## config.mk

```make
export PLATFORM = sky130hd
export DESIGN_NAME = trdb_filter_ctrl
export DESIGN_NICKNAME = d
export VERILOG_FILES = /design/src/rtl/trdb_filter_ctrl.sv
export SDC_FILE = /design/constraint.sdc
export NUM_CORES = 1
export LEC_CHECK = 0
export BUFFER_PORTS_ARGS = -buffer_cell sky130_fd_sc_hd__buf_2
export CORE_ASPECT_RATIO = 1.25
export CORE_MARGIN = 8
export CORE_UTILIZATION = 43
export CTS_CLUSTER_DIAMETER = 200
export DETAILED_ROUTE_END_ITERATION = 8
export PLACE_DENSITY = 0.83
export SYNTH_ARGS = -nofsm -noshare
export SYNTH_HDL_FRONTEND = slang
export SYNTH_SLANG_ARGS = --single-unit
```

## constraint.sdc

```tcl
create_clock -name clk_i -period 2.3 [get_ports clk_i]
set_input_delay 0.345 -clock clk_i [delete_from_list [all_inputs] [get_ports clk_i]]
set_output_delay 0.345 -clock clk_i [all_outputs]
set_load 0.01 [all_outputs]
```

## src/rtl/trdb_filter_ctrl.sv

```systemverilog
// Trace qualification controller: session FSM (OFF/WAIT/ON/DRAIN) plus per-instruction
// address-range and privilege filtering, with registered outputs toward the trace encoder.
module trdb_filter_ctrl #(
  parameter int unsigned XLEN         = 32,
  parameter int unsigned N_RANGES     = 2,
  parameter int unsigned DRAIN_CYCLES = 4
) (
  input  logic                     clk_i,
  input  logic                     rst_i,
  input  logic                     trace_enable_i,
  input  logic                     trigger_trace_on_i,
  input  logic                     trigger_trace_off_i,
  input  logic                     apply_filters_i,
  input  logic                     trace_selected_priv_i,
  input  logic [1:0]               which_priv_i,
  input  logic [1:0]               priv_lvl_i,
  input  logic                     iretire_i,
  input  logic [XLEN-1:0]          iaddr_i,
  input  logic [N_RANGES-1:0]      range_en_i,
  input  logic [N_RANGES-1:0]      range_mode_i,
  input  logic [N_RANGES*XLEN-1:0] range_lower_i,
  input  logic [N_RANGES*XLEN-1:0] range_upper_i,
  output logic                     nc_trace_qualified_o,
  output logic                     trace_range_match_o,
  output logic                     trace_priv_match_o,
  output logic                     trace_active_o,
  output logic                     trace_req_deactivate_o
);

  localparam int unsigned CNT_W = (DRAIN_CYCLES > 1) ? $clog2(DRAIN_CYCLES) : 1;

  typedef enum logic [1:0] {ST_OFF, ST_WAIT, ST_ON, ST_DRAIN} state_e;

  state_e             state_q, state_d;
  logic [CNT_W-1:0]   cnt_q, cnt_d;
  logic               qual_q, qual_d;
  logic               rmatch_q, rmatch_d;
  logic               pmatch_q, pmatch_d;
  logic               deact_q, deact_d;

  logic [N_RANGES-1:0] win_en, win_hit, start_hit, stop_hit;
  logic                range_ok, priv_ok, has_ss, start_any, stop_any, go_on;

  // Range comparators (all unsigned); an empty window (lower >= upper) can never hit.
  always_comb begin
    win_hit   = '0;
    start_hit = '0;
    stop_hit  = '0;
    for (int r = 0; r < N_RANGES; r++) begin
      win_hit[r]   = range_en_i[r] & ~range_mode_i[r]
                   & (range_lower_i[r*XLEN +: XLEN] <= iaddr_i)
                   & (iaddr_i < range_upper_i[r*XLEN +: XLEN]);
      start_hit[r] = range_en_i[r] & range_mode_i[r] & iretire_i
                   & (iaddr_i == range_lower_i[r*XLEN +: XLEN]);
      stop_hit[r]  = range_en_i[r] & range_mode_i[r] & iretire_i
                   & (iaddr_i == range_upper_i[r*XLEN +: XLEN]);
    end
  end

  assign win_en    = range_en_i & ~range_mode_i;
  assign range_ok  = ~(|win_en) | (|win_hit);
  assign priv_ok   = ~trace_selected_priv_i | (priv_lvl_i == which_priv_i);
  assign has_ss    = apply_filters_i & (|(range_en_i & range_mode_i));
  assign start_any = has_ss & (|start_hit);
  assign stop_any  = has_ss & (|stop_hit);

  always_comb begin
    state_d = state_q;
    cnt_d   = cnt_q;
    deact_d = 1'b0;
    go_on   = 1'b0;
    unique case (state_q)
      ST_OFF: begin
        if (trace_enable_i) state_d = ST_WAIT;
      end
      ST_WAIT: begin
        if (trigger_trace_on_i | start_any | ~has_ss) begin
          state_d = ST_ON;
          go_on   = 1'b1;
        end
      end
      ST_ON: begin
        // A stop cause wins over a simultaneous start cause.
        if (trigger_trace_off_i | stop_any) begin
          state_d = ST_DRAIN;
          cnt_d   = CNT_W'(DRAIN_CYCLES - 1);
        end
      end
      ST_DRAIN: begin
        if (cnt_q == '0) begin
          state_d = ST_OFF;
          deact_d = 1'b1;
        end else begin
          cnt_d = cnt_q - 1'b1;
        end
      end
      default: state_d = ST_OFF;
    endcase
    // Dropping the global enable aborts the session silently from any state.
    if (!trace_enable_i) begin
      state_d = ST_OFF;
      cnt_d   = '0;
      deact_d = 1'b0;
      go_on   = 1'b0;
    end
  end

  assign qual_d   = iretire_i & trace_enable_i
                  & ((state_q == ST_ON) | (state_q == ST_DRAIN) | go_on)
                  & (~apply_filters_i | (range_ok & priv_ok));
  assign rmatch_d = iretire_i & range_ok;
  assign pmatch_d = iretire_i & priv_ok;

  always_ff @(posedge clk_i) begin
    if (rst_i) begin
      state_q  <= ST_OFF;
      cnt_q    <= '0;
      qual_q   <= 1'b0;
      rmatch_q <= 1'b0;
      pmatch_q <= 1'b0;
      deact_q  <= 1'b0;
    end else begin
      state_q  <= state_d;
      cnt_q    <= cnt_d;
      qual_q   <= qual_d;
      rmatch_q <= rmatch_d;
      pmatch_q <= pmatch_d;
      deact_q  <= deact_d;
    end
  end

  assign nc_trace_qualified_o   = qual_q;
  assign trace_range_match_o    = rmatch_q;
  assign trace_priv_match_o     = pmatch_q;
  assign trace_active_o         = (state_q == ST_ON) | (state_q == ST_DRAIN);
  assign trace_req_deactivate_o = deact_q;

endmodule

```

==> results of run 1 <==
-- cells in the final DEF (no fill, tap or decap), types with 3 or more instances in the layout --
cell      instances
buf_6             6
dfxtp_1           8
a221oi_1          3
nor2_1           11
nor4_1            3
nand4_1          26
nand2b_1          4
nor3b_1           3
buf_4            65
clkbuf_8          3
nor4_2            4
a21o_1           11
ha_1            121
a21oi_1          47
nor2b_1           8
nor3_1            5
nand3_1           9
o21ai_0          19
a211oi_1          6
buf_2           178
nand2_1          34
ha_4             12
inv_1           106
o211ai_1          6
-- worst max-delay path: cells and delay by family --
family	cells	cell delay, ns
buf+inv	2	0.13
compound gates	2	0.46
fa+ha+maj	1	0.29
simple gates	5	1.20
-- power breakdown --
part / leakage, nW / internal (W) / switching (W)
clock: 0.0216 / 0.000113 / 0.0000528
combinational: 3.09 / 0.000447 / 0.000427
sequential: 0.0652 / 0.000145 / 0.00000307
-- metrics by stage --
| stage | power [W] | setup TNS [ns] |
|---|---|---|
| floorplan | 0.000555 | 0 |
| global route | 0.00131 | -0.216 |
| detailed placement | 0.000960 | -1.47 |
| global placement | 0.000917 | -0.864 |
| CTS | 0.00114 | 0 |
| finish | 0.00119 | -0.0420 |
-- worst paths after layout --
kind                           from                   end  cells past startpoint
setup / recovery  range_upper_i[50]            state_q[0]                     10
hold / removal                rst_i   trace_range_match_o                      3
setup reg to reg         state_q[0]  nc_trace_qualified_o                      9
hold reg to reg            cnt_q[0]              cnt_q[0]                      1
-- repair_timing --
action / CTS / global route
pin swaps: 6 / 11
endpoints found under the setup margin: 4 / 6
hold buffers: 0 / 0
resized for setup: 6 / 32
gates cloned: 0 / 0
buffers inserted: 5 / 2
-- final cells by class --
type	count	area share
clock buffer	3	0.00754
tap	97	0.0222
inverter	106	0.0727
sequential	8	0.0293
antenna	2	0.000914
timing repair buffer	249	0.264
multi-input combinational	373	0.603
-- flip-flops by register name, indices dropped and copies added (netlist names) --
register / cells
trace_req_deactivate_o: 1
nc_trace_qualified_o: 1
trace_range_match_o: 1
cnt_q: 2
trace_priv_match_o: 1
state_q: 2
-- layer usage --
layer,vias up,track usage
li1,2268,-
met1,2083,0.217
met2,182,0.440
met3,34,0.0440
met4,0,0.0704
met5,-,0
-- logic make-up (layout without fill, tap and decap cells) --
kind of cell,Yosys count,count (layout),share of synthesized area
AOI/OAI and AO/OA,113,113,0.193
DFF,8,8,0.0443
muxes,1,1,0.00277
adders and majority gates,133,133,0.461
other,0,2,0
buffers and inverters,106,358,0.110
xor gates and xnor gates,2,2,0.00485
and+or+nand+nor,124,124,0.185
-- Yosys cell counts --
cell / n / area, um2
ha_1: 133 / 1660
inv_1: 106 / 398
a21oi_1: 47 / 235
nand2_1: 34 / 128
nand4_1: 26 / 163
o21ai_0: 21 / 105
nor2_1: 12 / 45.0
a21o_1: 11 / 82.6
nand3_1: 9 / 45.0
dfxtp_1: 8 / 160
nor2b_1: 8 / 50.1
nor4_1: 8 / 50.1
a211oi_1: 7 / 52.6
nor3_1: 6 / 30.0
o211ai_1: 6 / 45.0
a221oi_1: 5 / 43.8
nand2b_1: 4 / 25.0
and3_1: 3 / 18.8
nor3b_1: 3 / 22.5
or4_1: 3 / 22.5
a311oi_1: 2 / 17.5
a41oi_1: 2 / 17.5
and4_1: 2 / 17.5
o21a_1: 2 / 15.0
xor2_1: 2 / 17.5
a2111oi_0: 1 / 8.76
a211o_1: 1 / 8.76
a21boi_0: 1 / 7.51
a221o_1: 1 / 10.0
a22oi_1: 1 / 7.51
a311o_1: 1 / 10.0
a31oi_1: 1 / 6.26
and2_1: 1 / 6.26
and3b_1: 1 / 8.76
and4bb_2: 1 / 12.5
mux2i_1: 1 / 10.0
nor4bb_1: 1 / 10.0
o2111ai_1: 1 / 8.76
o22ai_1: 1 / 6.26
o2bb2ai_1: 1 / 8.76
or2_2: 1 / 6.26
or3_1: 1 / 6.26
==> impl_metrics.yaml, run 1 <==
critical_path:
  crit_type: "input port to flop"
  cpMaxStageDelayCell: "or4_4"
  cp_cell_sequence: "buf_2, inv_1, ha_1, nand4_1, or4_4, nor4_4, nor4bb_4, a311o_1, nor3_2, a211oi_2"
  worstPathArrival_ns: 2.42
  worstSetupStartpointType: "input port"
  r2r_setup_slack_ns: 0.45
  worstPathRequired_ns: 2.40
  path_max_fanout: 3
  critPathMaxStageDelay_ns: 0.55
  end_kind: "flop"
floorplan:
  start_util: 0.441
  fp.dieW_um: 98.0
  pin_count: 181
  row_count: 37
  die_h_um: 118
  dieArea_um2: 11600
  core_um2: 8190
place:
  post-place-cells: 826
  port_buffers: 180
  routabilityCongestion: 0.889
  place_ws_ns: -0.362
  place_hpwl_mm: 12.4
  place_area_um2: 5100
synth:
  synthCells: 487
  netlist_area_um2: 3610
  avgSynthCellArea_um2: 7.42
  synth-seq-cells: 8
  ys_seq_area_frac: 0.0443
  ys_warn_count: 0
  synth_cell_types: 42
  synth_fp_nets: 796
job:
  drv_cap: 0
timing:
  tightest_slew_ns: 0.393
  final_hold_viol_count: 0
  skew_ns: 0.00105
  slew_headroom: 0.731
  post-route-min-period_ns: 2.33
  timing.final.ws_setup_ns: -0.0276
  grt_setup_unrepaired: "true"
  min_period_over_period: 1.01
  timing.hold.ws_ns: 0.426
  slew_viol_final: 0
  setup_violations: 2
  timing.fmax_ghz: 0.430
detailed_routing:
  avgViaCountPerCell: 5.45
  wl_met2_mm: 7.22
  routedWlPerCell_um: 16.3
  wl_mm: 13.7
  route.met3.wl_um: 813
  dr.pass1.iters: 6
  drc: 0
  detailroute.via_count: 4567
  top_layer_used: "met4"
  initialDrtViolationCount: 104
  wl_met1_mm: 5.21
  antenna_left: 0
global_route:
  antenna_found_initial: 2
  grtUsageTotal: 0.220
  grt_max_degree: 7
  grt_overflow: 0
  grt_pass1_wl_mm: 21.5
  grt_pass1_vias: 4914
cts:
  clk_pin_slew_worst_paths_ns: 0.04
  root_buffer: "clkbuf_8"
  numCtsBuffers: 3
  clockBufferDepth: 2
  worstSkewPairLatency_ns: 0.22
  cts_htree_levels: 1
  cts_sinks: 8
  tritoncts: "done"
pwr:
  p_leak_nw: 3.18
  p_per_area_nw_per_um2: 217
  peakVddDrop_v: 0.000195
final_layout:
  nNetsFinal: 1050
  fin_cells: 838
  fin_util: 0.668
  multiInputGateArea_um2: 3300
  fill_cells: 703
  layout-drive-gt1-share: 0.380
  design_area_um2: 5480
  layout.area.seq_um2: 160
  syn_to_final_growth_pct: 51.5
status:
  failed_checks: "setup timing"
  status: "finished, violations left"
hold_path:
  hold_class: "input port to flop"
Power figures use the tool's default switching activity.
==> run 2: changes to the inputs <==
Settings changed: PLACE_DENSITY 0.83 to 0.79.
==> run 2 against run 1 <==
The run now ends clean. Sequential share of layout area up 0.14 points. Global-route usage down 0.097 points. Combinational power down 5.4%. Sequential power about the same. Clock power up 6%. Power down 3.1%. Design area down 4.4%. Cell count down 0.95%.
==> impl_metrics.yaml, run 2 (synthesis gave the netlist of run 1 again) <==
status:
  status: "completed"
final_layout:
  antenna_cells: 0
  design_area_um2: 5230
  final_cell_mix: "buf_2 (180), ha_1 (133), inv_1 (106)"
  layout-drive-gt1-share: 0.353
  syn_to_final_growth_pct: 44.8
  reg_top3: "cnt_q (2), state_q (2)"
  layout_commonest_cell: "buf_2"
  nNetsFinal: 1044
detailed_routing:
  wl_met1_mm: 5.09
  routedWlPerCell_um: 16.0
  drc: 0
  wl_met2_mm: 6.97
  top_layer_used: "met5"
  detailroute.via_count: 4449
  antenna_left: 0
  initialDrtViolationCount: 171
  avgViaCountPerCell: 5.36
  dr.pass1.iters: 4
  route.met3.wl_um: 810
  wl_mm: 13.3
critical_path:
  worstPathArrival_ns: 2.34
  cpMaxStageDelayCell: "nor4_2"
  end_kind: "flop"
  critPathMaxStageDelay_ns: 0.33
  crit_type: "input port to flop"
  worstPathRequired_ns: 2.44
  worstSetupStartpointType: "input port"
  path_max_fanout: 3
  cp_cell_sequence: "buf_2, buf_4, ha_1, nand4_1, nor4_2, buf_4, nand4_1, nor4bb_2, nor2_1, a21oi_1, a311oi_1"
place:
  place_hpwl_mm: 12.3
  routabilityCongestion: 0.939
  place_area_um2: 5090
  port_buffers: 180
  place_ws_ns: -0.291
pwr:
  p_per_area_nw_per_um2: 220
  peakVddDrop_v: 0.000132
  p_leak_nw: 3.14
cts:
  clk_pin_slew_worst_paths_ns: 0.04
  cts_sinks: 8
  clockBufferDepth: 2
  numCtsBuffers: 3
  worstSkewPairLatency_ns: 0.24
  root_buffer: "clkbuf_8"
  tritoncts: "done"
  cts_hold_buf: 0
  cts_htree_levels: 1
floorplan:
  fp.dieW_um: 98.0
  die_h_um: 118
  pin_count: 181
  core_um2: 8190
  row_count: 37
  start_util: 0.441
  dieArea_um2: 11600
global_route:
  grtUsageTotal: 0.219
  antenna_found_initial: 1
  grt_pass1_wl_mm: 21.1
  grt_overflow: 0
  grt_pass1_vias: 4896
  grt_max_degree: 7
timing:
  post-route-min-period_ns: 2.20
  final_hold_viol_count: 0
  skew_ns: 0.00567
  min_period_over_period: 0.956
  timing.hold.ws_ns: 0.405
  timing.final.ws_setup_ns: 0.101
  slew_headroom: 0.709
  timing.fmax_ghz: 0.455
  tightest_slew_ns: 0.425
  setup_violations: 0
  slew_viol_final: 0
job:
  drv_cap: 0
hold_path:
  hold_class: "input port to flop"
## run 2: layout make-up
| cell class | instances | area (um2) |
|---|---|---|
| clock buffer | 3 | 41.3 |
| fill | 752 | 2960 |
| inverter | 106 | 398 |
| multi-input combinational | 373 | 3140 |
| sequential | 8 | 160 |
| tap | 97 | 121 |
| timing repair buffer | 243 | 1370 |
## run 2: per-layer routing
metal / vias up / global-route usage
met2: 163 / 0.440
li1: 2257 / -
met3: 30 / 0.0476
met4: 2 / 0.0762
met5: - / 0
met1: 1997 / 0.211
## run 2: repair_timing
action	4_1_cts	5_1_grt
pin swaps	2	9
endpoints found under the setup margin	4	6
gates resized for setup	1	13
setup buffers	0	2
## run 2: stage by stage
| step | utilization | TNS [ns] | total power (W) | std cells |
|---|---|---|---|---|
| 2_1_floorplan | - | 0 | 0.000555 | 487 |
| 3_3_place_gp | 0.622 | -0.938 | 0.000918 | 825 |
| 3_5_place_dp | 0.622 | -1.40 | 0.000958 | 825 |
| 4_1_cts | 0.627 | 0 | 0.00114 | 828 |
| 5_1_grt | 0.639 | -0.117 | 0.00127 | 830 |
| 6_report | 0.639 | 0 | 0.00115 | 830 |
## run 2: path summary, 6_finish.rpt
check | start | end | slack (ns) | depth (start not counted)
worst max-delay path | iaddr_i[14] | cnt_q[0] | 0.10 | 11
worst min-delay path | rst_i | trace_range_match_o | 0.41 | 3
worst max register to register | state_q[0] | nc_trace_qualified_o | 0.55 | 9
worst min register to register | cnt_q[0] | cnt_q[0] | 0.53 | 1
## run 2: where the power goes
part           total [W]  internal [W]  switching, W
Clock           0.000176      0.000114     0.0000621
Combinational   0.000827      0.000420      0.000407
Sequential      0.000148      0.000145    0.00000305
Total            0.00115      0.000679      0.000472
## run 2: worst max-delay path, delay by kind of cell
family	cells	cell delay (ns)
AND/OR/NAND/NOR	5	0.94
AO/OA/AOI/OAI	2	0.35
buffers and inverters	3	0.40
adder cells (fa/ha/maj)	1	0.30
==> run 3: changes to the inputs <==
Settings changed: SETUP_SLACK_MARGIN set to 0.3.
==> run 3 against run 2 <==
The run now ends with setup timing left. Wire length rose by 12%. Sequential cell count did not move. Clock skew rose by 0.0022 ns. Clock power barely moved. Utilization rose by 7.3 points.
==> impl_metrics.yaml, run 3 (synthesis gave the netlist of run 1 again) <==
critical_path:
  cpMaxStageDelayCell: "nor4_2"
  crit_family: "simple AND/OR/NAND/NOR gates"
  crit_buf_inv: 3
  crit_type: "input port to flop"
  path_max_fanout: 3
  worstSetupStartpointType: "input port"
  cp_cell_sequence: "buf_2, buf_4, ha_1, nand2_2, nor4_2, buf_4, nand4_1, nor4bb_4, a311o_1, mux2i_1, nor2_1"
  worstPathRequired_ns: 2.41
  r2r.worst_path.cells: 9
  worstPathArrival_ns: 2.48
  path_common_cell: "buf_4"
  critPathMaxStageDelay_ns: 0.37
  end_kind: "flop"
  cp.depth: 11
timing:
  grt_setup_unrepaired: "true"
  timing.final.ws_setup_ns: -0.0674
  slew_viol_final: 0
  slew_headroom: 0.715
  min_period_over_period: 1.03
  timing.fmax_ghz: 0.422
  setup_violations: 2
  skew_ns: 0.00790
  post-route-min-period_ns: 2.37
  tightest_slew_ns: 0.424
  final_hold_viol_count: 0
pwr:
  power.clock.fraction: 0.137
  p_sw_w: 0.000538
  pwr-share-comb: 0.750
  p_per_area_nw_per_um2: 222
  p_leak_nw: 3.22
  peakVddDrop_v: 0.000129
  intPower_w: 0.000758
  netSwitchingFraction: 0.415
  seqPwrFrac: 0.114
  p_total_w: 0.00130
final_layout:
  final_cell_mix: "buf_2 (158), ha_1 (108), inv_1 (83)"
  fill_cells: 626
  fin_util: 0.712
  antenna_cells: 0
  layout-drive-gt1-share: 0.435
  layout.area.seq_um2: 160
  multiInputGateArea_um2: 3510
  syn_to_final_growth_pct: 61.4
  layout_commonest_cell: "buf_2"
  reg_top3: "cnt_q (2), state_q (2)"
  nNetsFinal: 1049
detailed_routing:
  drc: 0
  routedWlPerCell_um: 17.8
  detailroute.via_count: 4594
  wl_mm: 14.9
  initialDrtViolationCount: 151
  dr.pass1.iters: 4
  antenna_left: 0
  avgViaCountPerCell: 5.50
cts:
  tritoncts: "done"
  clockBufferDepth: 2
  numCtsBuffers: 3
  cts_sinks: 8
  root_buffer: "clkbuf_8"
  cts_hold_buf: 0
  cts_htree_levels: 1
  worstSkewPairLatency_ns: 0.24
  clk_pin_slew_worst_paths_ns: 0.05
floorplan:
  row_count: 37
  pin_count: 181
  die_h_um: 118
  core_um2: 8190
  start_util: 0.441
  fp.dieW_um: 98.0
  dieArea_um2: 11600
global_route:
  grt_overflow: 0
  grt_max_degree: 7
  grt_pass1_vias: 5102
  grt_pass1_wl_mm: 23.0
  grtUsageTotal: 0.239
  antenna_found_initial: 0
hold_path:
  hold_depth: 3
  hold_class: "input port to flop"
place:
  routabilityCongestion: 0.896
  place_ws_ns: -0.216
  port_buffers: 180
  place_hpwl_mm: 12.5
job:
  drv_cap: 0
status:
  failed_checks: "setup timing"
  status: "finished, violations left"
[run 3: metal layers]
metal	track usage	part of all wire	vias to the layer above
met5	0	0	-
met4	0.127	0.049	0
met3	0.0540	0.068	52
met2	0.462	0.52	218
met1	0.229	0.36	2060
li1	-	-	2264
[run 3: worst min-delay path, stage by stage]
cell and delay (ns):
buf_2 0.08, nand2b_1 0.14, a21oi_1 0.05
[run 3: power groups by stage]
stage	Clock [W]	Combinational, W	Sequential [W]
floorplan	0	0.000418	0.000151
global placement	0	0.000785	0.000150
detailed placement	0	0.000825	0.000150
CTS	0.000174	0.000925	0.000148
global route	0.000185	0.00108	0.000148
finish	0.000177	0.000971	0.000148
[run 3: layout make-up]
| cell class | instances | share of cell area |
|---|---|---|
| clock buffer | 3 | 0.00708 |
| inverter | 106 | 0.0734 |
| tap | 97 | 0.0208 |
| sequential | 8 | 0.0275 |
| timing repair buffer | 248 | 0.269 |
| multi-input combinational | 373 | 0.602 |
[run 3: final timing paths]
| check | slack, ns | to | from |
|---|---|---|---|
| setup / recovery | -0.07 | state_q[1] | iaddr_i[5] |
| hold / removal | 0.42 | trace_range_match_o | rst_i |
| setup reg to reg | 0.52 | nc_trace_qualified_o | state_q[0] |
| hold reg to reg | 0.49 | cnt_q[0] | cnt_q[0] |
[run 3: what timing repair did]
item / in CTS / in global routing
pin swaps: 38 / 12
buffers inserted: 13 / 0
resized for setup: 87 / 19
endpoints found under the setup margin: 6 / 6
[run 3: per-stage QoR]
step	hold WS (ns)	setup TNS, ns	std cells	area, um2
after floorplan	0.449	0	487	3730
after global placement	0.467	-0.550	819	5160
after detailed placement	0.479	-0.803	819	5160
after CTS	0.424	0	835	5710
after global routing	0.452	-0.342	835	5830
final	0.425	-0.110	835	5830
